===== config.mk =====
export PLATFORM = sky130hd
export DESIGN_NAME = serial_word_tx
export DESIGN_NICKNAME = d
export VERILOG_FILES = /design/src/rtl/serial_word_tx_pkg.sv /design/src/rtl/serial_word_tx_flex_pts_sr.sv /design/src/rtl/serial_word_tx.sv
export SDC_FILE = /design/constraint.sdc
export NUM_CORES = 1
export LEC_CHECK = 0
export ABC_AREA = 1
export BUFFER_PORTS_ARGS = -buffer_cell sky130_fd_sc_hd__buf_2
export CAP_MARGIN = 40
export CORE_MARGIN = 1.5
export CORE_UTILIZATION = 30
export DETAILED_ROUTE_END_ITERATION = 10
export GPL_TIMING_DRIVEN = 0
export HOLD_SLACK_MARGIN = 0.1
export PLACE_DENSITY_LB_ADDON = 0.25
export SLEW_MARGIN = 5
export SYNTH_ARGS = -nofsm -noshare
export SYNTH_HDL_FRONTEND = slang
export SYNTH_HIERARCHICAL = 1
export SYNTH_SLANG_ARGS = --single-unit

===== constraint.sdc =====
create_clock -name clk -period 5.4 [get_ports clk]
set_clock_uncertainty 0.15 [all_clocks]
set_input_delay 0.81 -clock clk [delete_from_list [all_inputs] [get_ports clk]]
set_output_delay 0.81 -clock clk [all_outputs]
set_load 0.05 [all_outputs]

===== src/rtl/serial_word_tx_pkg.sv =====
// Shared types and line levels for the serial word transmitter.
package serial_word_tx_pkg;

  typedef enum logic [2:0] {
    IDLE   = 3'd0,
    START  = 3'd1,
    DATA   = 3'd2,
    PARITY = 3'd3,
    STOP   = 3'd4
  } tx_state_t;

  localparam logic LINE_IDLE  = 1'b1;
  localparam logic LINE_START = 1'b0;
  localparam logic LINE_STOP  = 1'b1;

endpackage


===== src/rtl/serial_word_tx_flex_pts_sr.sv =====
// Parallel-to-serial shift register; vacated positions fill with the idle line level.
module flex_pts_sr
  import serial_word_tx_pkg::*;
#(
  parameter int NUM_BITS  = 16,
  parameter int SHIFT_MSB = 1
) (
  input  logic                clk,
  input  logic                n_rst,
  input  logic                load_enable,
  input  logic                shift_enable,
  input  logic [NUM_BITS-1:0] parallel_in,
  output logic                serial_out
);

  logic [NUM_BITS-1:0] sr_q;

  always_ff @(posedge clk or negedge n_rst) begin
    if (!n_rst) begin
      sr_q <= '1;
    end else if (load_enable) begin
      sr_q <= parallel_in;
    end else if (shift_enable) begin
      if (SHIFT_MSB != 0) begin
        sr_q <= {sr_q[NUM_BITS-2:0], LINE_IDLE};
      end else begin
        sr_q <= {LINE_IDLE, sr_q[NUM_BITS-1:1]};
      end
    end
  end

  assign serial_out = (SHIFT_MSB != 0) ? sr_q[NUM_BITS-1] : sr_q[0];

endmodule


===== src/rtl/serial_word_tx.sv =====
// Framed serial word transmitter: start bit, NUM_BITS data bits, stop bit.
// Define SERIAL_WORD_TX_PARITY_EN to add an even-parity bit between data and stop.
// Handshake: a word transfers on a rising edge where load_valid && load_ready;
// load_ready is high only while idle, so nothing presented mid-frame is taken.
module serial_word_tx
  import serial_word_tx_pkg::*;
#(
  parameter int NUM_BITS   = 16,
  parameter int SHIFT_MSB  = 1,
  parameter int BIT_PERIOD = 4
) (
  input  logic                clk,
  input  logic                n_rst,
  input  logic [NUM_BITS-1:0] load_data,
  input  logic                load_valid,
  output logic                load_ready,
  output logic                serial_out,
  output logic                tx_active,
  output logic                tx_done,
  output tx_state_t           dbg_state
);

  localparam int TW = (BIT_PERIOD > 1) ? $clog2(BIT_PERIOD) : 1;
  localparam int CW = $clog2(NUM_BITS + 1);
  localparam logic [TW-1:0] TIMER_RELOAD = TW'(BIT_PERIOD - 1);
  localparam logic [CW-1:0] LAST_BIT     = CW'(NUM_BITS);

  tx_state_t       state_q, state_d;
  logic [TW-1:0]   timer_q, timer_d;
  logic [CW-1:0]   bit_cnt_q, bit_cnt_d;
  logic            line_q, line_d;
  logic            armed_q;
  logic            sr_load, sr_shift, sr_bit;
  logic            bit_end;

`ifdef SERIAL_WORD_TX_PARITY_EN
  logic parity_q;

  always_ff @(posedge clk or negedge n_rst) begin
    if (!n_rst) begin
      parity_q <= 1'b0;
    end else if (sr_load) begin
      parity_q <= ^load_data;
    end
  end
`endif

  flex_pts_sr #(
    .NUM_BITS (NUM_BITS),
    .SHIFT_MSB(SHIFT_MSB)
  ) u_sr (
    .clk         (clk),
    .n_rst       (n_rst),
    .load_enable (sr_load),
    .shift_enable(sr_shift),
    .parallel_in (load_data),
    .serial_out  (sr_bit)
  );

  always_ff @(posedge clk or negedge n_rst) begin
    if (!n_rst) begin
      state_q   <= IDLE;
      timer_q   <= '0;
      bit_cnt_q <= '0;
      line_q    <= LINE_IDLE;
      armed_q   <= 1'b0;
    end else begin
      state_q   <= state_d;
      timer_q   <= timer_d;
      bit_cnt_q <= bit_cnt_d;
      line_q    <= line_d;
      armed_q   <= 1'b1;
    end
  end

  assign bit_end = (timer_q == '0);

  // line_d is the level of the next bit, so serial_out changes exactly on bit boundaries.
  always_comb begin
    state_d   = state_q;
    timer_d   = timer_q;
    bit_cnt_d = bit_cnt_q;
    line_d    = line_q;
    sr_load   = 1'b0;
    sr_shift  = 1'b0;
    case (state_q)
      IDLE: begin
        line_d = LINE_IDLE;
        if (load_valid && load_ready) begin
          state_d = START;
          timer_d = TIMER_RELOAD;
          line_d  = LINE_START;
          sr_load = 1'b1;
        end
      end
      START: begin
        if (bit_end) begin
          state_d   = DATA;
          timer_d   = TIMER_RELOAD;
          line_d    = sr_bit;
          sr_shift  = 1'b1;
          bit_cnt_d = CW'(1);
        end else begin
          timer_d = timer_q - 1'b1;
        end
      end
      DATA: begin
        if (bit_end) begin
          timer_d = TIMER_RELOAD;
          if (bit_cnt_q == LAST_BIT) begin
            bit_cnt_d = '0;
`ifdef SERIAL_WORD_TX_PARITY_EN
            state_d = PARITY;
            line_d  = parity_q;
`else
            state_d = STOP;
            line_d  = LINE_STOP;
`endif
          end else begin
            line_d    = sr_bit;
            sr_shift  = 1'b1;
            bit_cnt_d = bit_cnt_q + 1'b1;
          end
        end else begin
          timer_d = timer_q - 1'b1;
        end
      end
`ifdef SERIAL_WORD_TX_PARITY_EN
      PARITY: begin
        if (bit_end) begin
          state_d = STOP;
          timer_d = TIMER_RELOAD;
          line_d  = LINE_STOP;
        end else begin
          timer_d = timer_q - 1'b1;
        end
      end
`endif
      STOP: begin
        if (bit_end) begin
          state_d = IDLE;
          timer_d = '0;
          line_d  = LINE_IDLE;
        end else begin
          timer_d = timer_q - 1'b1;
        end
      end
      default: begin
        state_d   = IDLE;
        timer_d   = '0;
        bit_cnt_d = '0;
        line_d    = LINE_IDLE;
      end
    endcase
  end

  assign load_ready = (state_q == IDLE) && armed_q;
  assign serial_out = line_q;
  assign tx_active  = (state_q != IDLE);
  assign tx_done    = (state_q == STOP) && bit_end;
  assign dbg_state  = state_q;

endmodule

==> results of run 1 <==
==> path summary, 6_finish.rpt <==
kind	startpoint	end	cells past startpoint
worst min-delay path	u_sr/sr_q[0]	u_sr/sr_q[0]	2
worst min register to register	u_sr/sr_q[0]	u_sr/sr_q[0]	2
worst max-delay path	dbg_state[1]	load_ready	4
worst max register to register	bit_cnt_q[0]	u_sr/sr_q[12]	12
max in group asynchronous	n_rst	bit_cnt_q[2]	1
min in group asynchronous	n_rst	dbg_state[0]	1
==> worst max-delay path, cell delays in order (launching register included) <==
cell and delay, ns:
dfrtp_1 0.50, nor2_4 0.24, nand2_2 0.09, nor2_1 0.13, buf_2 0.28
==> through the flow <==
stage,utilization [%],area (sq um),hold WS (ns),setup slack (ns),instances
6_report,36.5,1850,0.333,2.92,289
5_1_grt,36.5,1850,0.358,2.86,289
4_1_cts,36.5,1850,0.332,2.92,289
3_5_place_dp,35.2,1790,0.314,3.23,285
3_3_place_gp,35.2,1790,0.315,3.24,285
2_1_floorplan,-,1570,0.294,2.57,190
==> cells in the final DEF, fill, tap and decap left out, drive strengths merged <==
master | netlist | final
ha | 5 | 5
dfstp | 17 | 17
a21oi | 2 | 2
dfrtp | 11 | 11
nand2 | 61 | 61
inv | 16 | 16
nand3 | 39 | 39
a21boi | 1 | 1
clkbuf | 0 | 4
or2 | 1 | 1
buf | 6 | 31
a21o | 1 | 1
conb | 1 | 1
nor2 | 12 | 12
o21ai | 11 | 11
nand4 | 5 | 5
xor2 | 1 | 1
==> per-layer routing <==
metal,up-vias,track usage (%),wire (um)
met1,612,17.8,1720
met2,14,18.5,1370
met3,2,2.25,87
met4,0,4.76,34
li1,678,-,-
met5,-,0,0
==> flip-flops by register name, indices dropped and copies added, names as in the netlist <==
| signal | count |
|---|---|
| armed_q | 1 |
| bit_cnt_q | 5 |
| dbg_state | 3 |
| serial_out | 1 |
| timer_q | 2 |
| u_sr/sr_q | 16 |
==> cells by family after synthesis <==
group	count (synthesis)
other cells	1
fa+ha+maj	5
xor+xnor	1
compound gates	15
flops	28
simple gates	118
buf+inv	22
==> final cells by class <==
class                      count  area (sq um)
timing repair buffer          25           125
clock buffer                   4          66.3
fill                         560          3220
multi-input combinational    140           734
buffer                         6          53.8
inverter                      16          62.6
sequential                    28           722
tap                           70          87.6
==> power breakdown <==
part	total (mW)	internal (mW)	switching, mW
clock network	0.152	0.0808	0.0708
logic	0.542	0.182	0.360
registers	0.399	0.334	0.0658
total	1.09	0.597	0.497
==> key figures, run 1 <==
Synthesis
  • Synthesized Nets: 214
  • Largest family of logic cells by synthesized area: simple AND/OR/NAND/NOR gates
  • Area leader, netlist: dfstp_2
  • Top_reg_cell synth: dfstp_2
  • Synth area leaders: dfstp_2, dfrtp_1, nand2_1
  • Mean post-synth cell area: 8.28 sq um
  • Compound-Gate Fraction of Synth Area: 6.28%
  • XOR/XNOR share of the synthesized area: 0.557%
  • Most common cell in the netlist: nand2_1
  • Yosys reg bits: 28
  • Synth async-reset ratio: between 90% and 100%
  • Yosys top cell area share: 28.4%
  • Synth Area in Adders: ~4%
  • Post-Synth Simple-Gate Area: 35.6%
  • Distinct cell type count after synthesis: 28
  • Top post-synthesis cells by count: nand2_1, nand3_1, dfstp_2
  • EDFF count, synth: 0
  • Post-Syn Area: 1570 sq um
  • Register area share after synthesis: roughly 46%
  • Mux cell area share after synthesis: 0%
  • Post-synthesis cell count: 190
  • YS warnings: 6

Worst hold path
  • Tightest Hold Check Type: flop to flop

Critical path
  • Critical path launch point type: flop
  • CP Data Arrival Time: approximately 1.5 ns
  • CP Max Fanout: 7
  • Flop2flop setup slack: about 3.4 ns
  • Nature of the critical path endpoint: output port
  • CP required: 4.44 ns
  • Critical setup path kind: flop to output port

Timing
  • Final hold vios: 0
  • RSZ-0062 raised after global routing: no
  • Setup Total Neg Slack: 0 ns
  • Endpoints failing setup: 0
  • Slew margin rel.: roughly three fifths
  • Final clock period utilization by the worst path: 46.0%
  • Slew @ Worst Pin: 0.627 ns
  • Fin. max-slew vios: 0
  • Maximum clock frequency: 0.403 GHz
  • Post-route minimum period: 2.48 ns

Power
  • Lkg Pwr: 0.909 nW
  • Power Total: 1.09 mW
  • Power Dens Cells: 590 nW/um^2
  • Worst vdd ir: 232 uV

GRT
  • Antenna violations before repair: 0
  • Vias in the first global route: 1179
  • Overall routing resource usage: 12.4%
  • First-pass GRT wire length: 5.39 mm
  • Total gr overflow: 0
  • Pin count of the biggest net entering global routing: 29

Floorplan
  • Die area: 5690 sq um
  • Die height: 75.4 um
  • Die outline width: 75.4 um
  • Initial core utilization: 31.0%
  • IO Count: 26
  • Area of the core: 5070 sq um
  • Row Count: 26

Route
  • DRC: 0
  • Drt pass-1 iters: 4
  • Drt initial violations: 77
  • Vias/cell: ~4.5
  • Detail Route Antenna Nets: 0
  • Via count: 1306
  • WL/cell: 11.1 um
  • Detailed Route WL: 3.21 mm

Final layout
  • Ratio of cells with drive above 1 in the final layout: 30.6%
  • Final Net Count: between 200 and 250
  • Area growth syn-to-layout: 17.7%
  • Antenna fix cells: 0

Run
  • Maxcap violations: 0

Clock network
  • Post-CTS Setup Bufs: 0
  • Max Root-Sink Buffers: 2
  • Post-CTS Hold Buffers: 0
  • Clock latency on the worst-skew pair: 0.28 ns
  • Resize count post-CTS: 0
  • CTS tree: done
  • CTS Sinks: 28
  • Register clock-pin slew on the reported worst setup and hold paths: 0.11 ns
  • CTS Root Cell: clkbuf_8
  • Num CTS Buffers: 3
  • H-Tree Level Count: 1

Status
  • Status: finished clean

Place
  • Final HPWL DP: 2.30 mm
  • Final GP Congestion: ~0.84
  • I/O Buffers: 25
(Power assumes the default switching activity.)
==> inputs of run 2 (changes only) <==
--- a/config.mk
+++ b/config.mk
@@ -5,7 +5,7 @@
 export SDC_FILE = /design/constraint.sdc
 export NUM_CORES = 1
 export LEC_CHECK = 0
-export ABC_AREA = 1
+export ABC_AREA = 0
 export BUFFER_PORTS_ARGS = -buffer_cell sky130_fd_sc_hd__buf_2
 export CAP_MARGIN = 40
 export CORE_MARGIN = 1.5
==> constraint.sdc (replaced) <==
create_clock -name clk -period 2.5 [get_ports clk]
set_clock_uncertainty 0.15 [all_clocks]
set_input_delay 0.375 -clock clk [delete_from_list [all_inputs] [get_ports clk]]
set_output_delay 0.375 -clock clk [all_outputs]
set_load 0.05 [all_outputs]
==> run 2 against run 1 <==
Against the previous run:
- power is 110% higher
- global-route usage is 0.23 points lower
- via count is 6.7% lower
- setup slack worse by 2.7 ns
- routed wire length is 0.53% higher
- critical path type unchanged
- highest routed layer unchanged
==> key figures, run 2 <==
Synthesis
  • Mean post-synth cell area: 9.96 sq um (+20%)
  • Synthesized Nets: 184 (-14%)
  • Post-Syn Area: 1590 sq um (+1.4%)
  • Post-synthesis cell count: 160 (-16%)
  • Yosys reg bits: 28 (unchanged)
  • Synth async-reset ratio: 100% (unchanged)
  • Most common cell in the netlist: nand2_1
  • Area leader, netlist: dfstp_2
  • Yosys top cell area share: 28.0% (-0.38 points)
  • Synth area leaders: dfstp_2, dfrtp_1, mux2i_1
  • Distinct cell type count after synthesis: 40 (+43%)
  • EDFF count, synth: 0 (unchanged)
  • Top_reg_cell synth: dfstp_2
  • YS warnings: 6 (unchanged)
  • Register area share after synthesis: 45.3% (-0.61 points)
  • Top post-synthesis cells by count: nand2_1, dfstp_2, mux2i_1, o21ai_1, dfrtp_1

Critical path
  • CP endpoint: tx_done
  • Flop2flop setup slack: 0.34 ns (-3.10 ns)
  • Worst R2R End: u_sr/sr_q[7]
  • CP required: 1.98 ns (-2.46 ns)
  • CP Max Fanout: 10 (+3)
  • CP startpoint: timer_q[0]
  • Critical path launch point type: flop
  • CP Data Arrival Time: 1.71 ns (+0.19 ns)
  • Nature of the critical path endpoint: output port
  • Critical setup path kind: flop to output port
  • R2r worst-path depth: 9 (-3)
  • Worst r2r src: bit_cnt_q[0]

Worst hold path
  • Tightest Hold Check Type: primary input to flop

Final layout
  • Final core occ: 36.9% (+0.40 points)
  • Final Cell Area: 1880 sq um (+1.8%)
  • Antenna fix cells: 0 (unchanged)
  • Final Net Count: 215 (-12%)
  • Ratio of cells with drive above 1 in the final layout: 33.2% (+2.6 points)
  • Fillers: 543 (-3.0%)
  • Number of flip-flops under the largest register name: 16 (unchanged)
  • Most common cell after layout, fill and taps aside: buf_2
  • Commonest non-fill, non-tap cells in the layout: buf_2, nand2_1, dfstp_2, o21ai_1, mux2i_1
  • Layout Cells excl Fill: 260 (-10%)
  • Largest reg by FF count: u_sr/sr_q
  • Area growth syn-to-layout: 18.2%

Place
  • I/O Buffers: 25 (unchanged)
  • Final GP Congestion: 0.737 (-12%)
  • Pre-CTS setup slack: 0.363 ns (-2.87 ns)
  • Final HPWL DP: 2.29 mm (-0.71%)
  • Placed Cells: 255 (-11%)
  • DP Area: 1810 sq um (+1.2%)

Power
  • Lkg Pwr: 0.815 nW (-10%)
  • Worst vdd ir: 351 uV (+51%)
  • Power Dens Cells: 1220 nW/um^2 (+110%)
  • Power Total: 2.30 mW (+110%)

Status
  • Status: finished clean

Floorplan
  • Row Count: 26 (unchanged)
  • Die outline width: 75.9 um (+0.65%)
  • IO Count: 26 (unchanged)
  • Area of the core: 5110 sq um (+0.64%)
  • Die height: 75.9 um (+0.65%)
  • Initial core utilization: 31.2% (+0.22 points)
  • Die area: 5760 sq um (+1.3%)

Clock network
  • CTS tree: done
  • Register clock-pin slew on the reported worst setup and hold paths: 0.10 ns (about the same)
  • Num CTS Buffers: 3 (unchanged)
  • Clock latency on the worst-skew pair: 0.28 ns (about the same)
  • H-Tree Level Count: 1 (unchanged)
  • CTS Sinks: 28 (unchanged)
  • Max Root-Sink Buffers: 2 (unchanged)
  • CTS Root Cell: clkbuf_8

GRT
  • Total gr overflow: 0 (unchanged)
  • First-pass GRT wire length: 5.24 mm (-2.7%)
  • Vias in the first global route: 1148 (-2.6%)
  • Overall routing resource usage: 12.1% (-0.23 points)
  • Antenna violations before repair: 0 (unchanged)
  • Pin count of the biggest net entering global routing: 29 (unchanged)

Timing
  • Setup Total Neg Slack: 0 ns (unchanged)
  • Slew margin rel.: 57.2% (-0.99 points)
  • Slew @ Worst Pin: 0.642 ns (+0.0148 ns)
  • Setup ws final: 0.261 ns (-2.66 ns)
  • RSZ-0062 raised after global routing: no
  • Final hold vios: 0 (unchanged)
  • Final clock period utilization by the worst path: 89.6%
  • Hold WS: 0.135 ns (-0.199 ns)
  • Post-route minimum period: approximately 2.2 ns
  • Maximum clock frequency: 0.447 GHz
  • Endpoints failing setup: 0 (unchanged)
  • Fin. max-slew vios: 0 (unchanged)

Run
  • Maxcap violations: 0 (unchanged)

Route
  • WL/cell: 12.4 um (+12%)
  • Drt pass-1 iters: 4 (unchanged)
  • Via count: 1218 (-6.7%)
  • DRC: 0 (unchanged)
  • Detail Route Antenna Nets: 0 (unchanged)
  • Drt initial violations: 30 (-61%)
  • Vias/cell: 4.68 (+3.7%)
  • Detailed Route WL: 3.23 mm (+0.53%)
-- run 2: final cells by class --
cell class                      count  area [sq um]  area share, %
Buffer                             10          83.8           4.45
Inverter                            6          22.5           1.20
Clock buffer                        4          66.3           3.52
Timing Repair Buffer               26           135           7.17
Multi-Input combinational cell    116           767           40.7
Tap cell                           70          87.6           4.65
Sequential cell                    28           722           38.3
-- run 2: repair_timing --
item	CTS	global route
endpoints found under the setup margin	0	1
setup buffers	0	0
hold endpoints to repair	11	0
hold buffers	1	0
gates resized for setup	0	2
-- run 2: per-layer routing --
layer  share of wire [%]  GRT usage, %  vias up
li1                    -             -      610
met1                  50          17.5      587
met2                  46          18.2       16
met3                 1.8         0.926        5
met4                 2.0          6.35        0
met5                   0             0        -
-- run 2: logic make-up after synthesis --
logic type | count (synthesis) | synth area share (%)
AO/OA/AOI/OAI | 41 | 15.7
other | 1 | 0.235
multiplexers | 16 | 10.1
buffers and inverters | 16 | 6.59
flip-flops | 28 | 45.3
AND/OR/NAND/NOR | 52 | 17.6
adder cells (fa/ha/maj) | 5 | 3.92
XOR/XNOR | 1 | 0.550
-- run 2: worst min-delay path by stage --
stage	from	to	slack, ns	cells after the start
2_1_floorplan	n_rst	armed_q	-0.07	0
3_3_place_gp	n_rst	dbg_state[1]	0.29	1
3_5_place_dp	n_rst	dbg_state[2]	0.29	1
4_1_cts	load_data[6]	u_sr/sr_q[6]	0.13	3
5_1_grt	load_data[6]	u_sr/sr_q[6]	0.13	3
6_report	load_data[6]	u_sr/sr_q[6]	0.13	3
-- run 2: power breakdown --
group	internal, mW	switching (mW)	leakage [nW]
Clock	0.175	0.152	0.0339
Combinational	0.465	0.645	0.465
Sequential	0.744	0.122	0.315
Total	1.38	0.919	0.815
-- run 2: critical path, stage by stage (launching register included) --
cell      delay (ns)
dfrtp_1         0.40
inv_1           0.11
ha_1            0.23
clkbuf_2        0.25
and3_1          0.18
buf_2           0.26
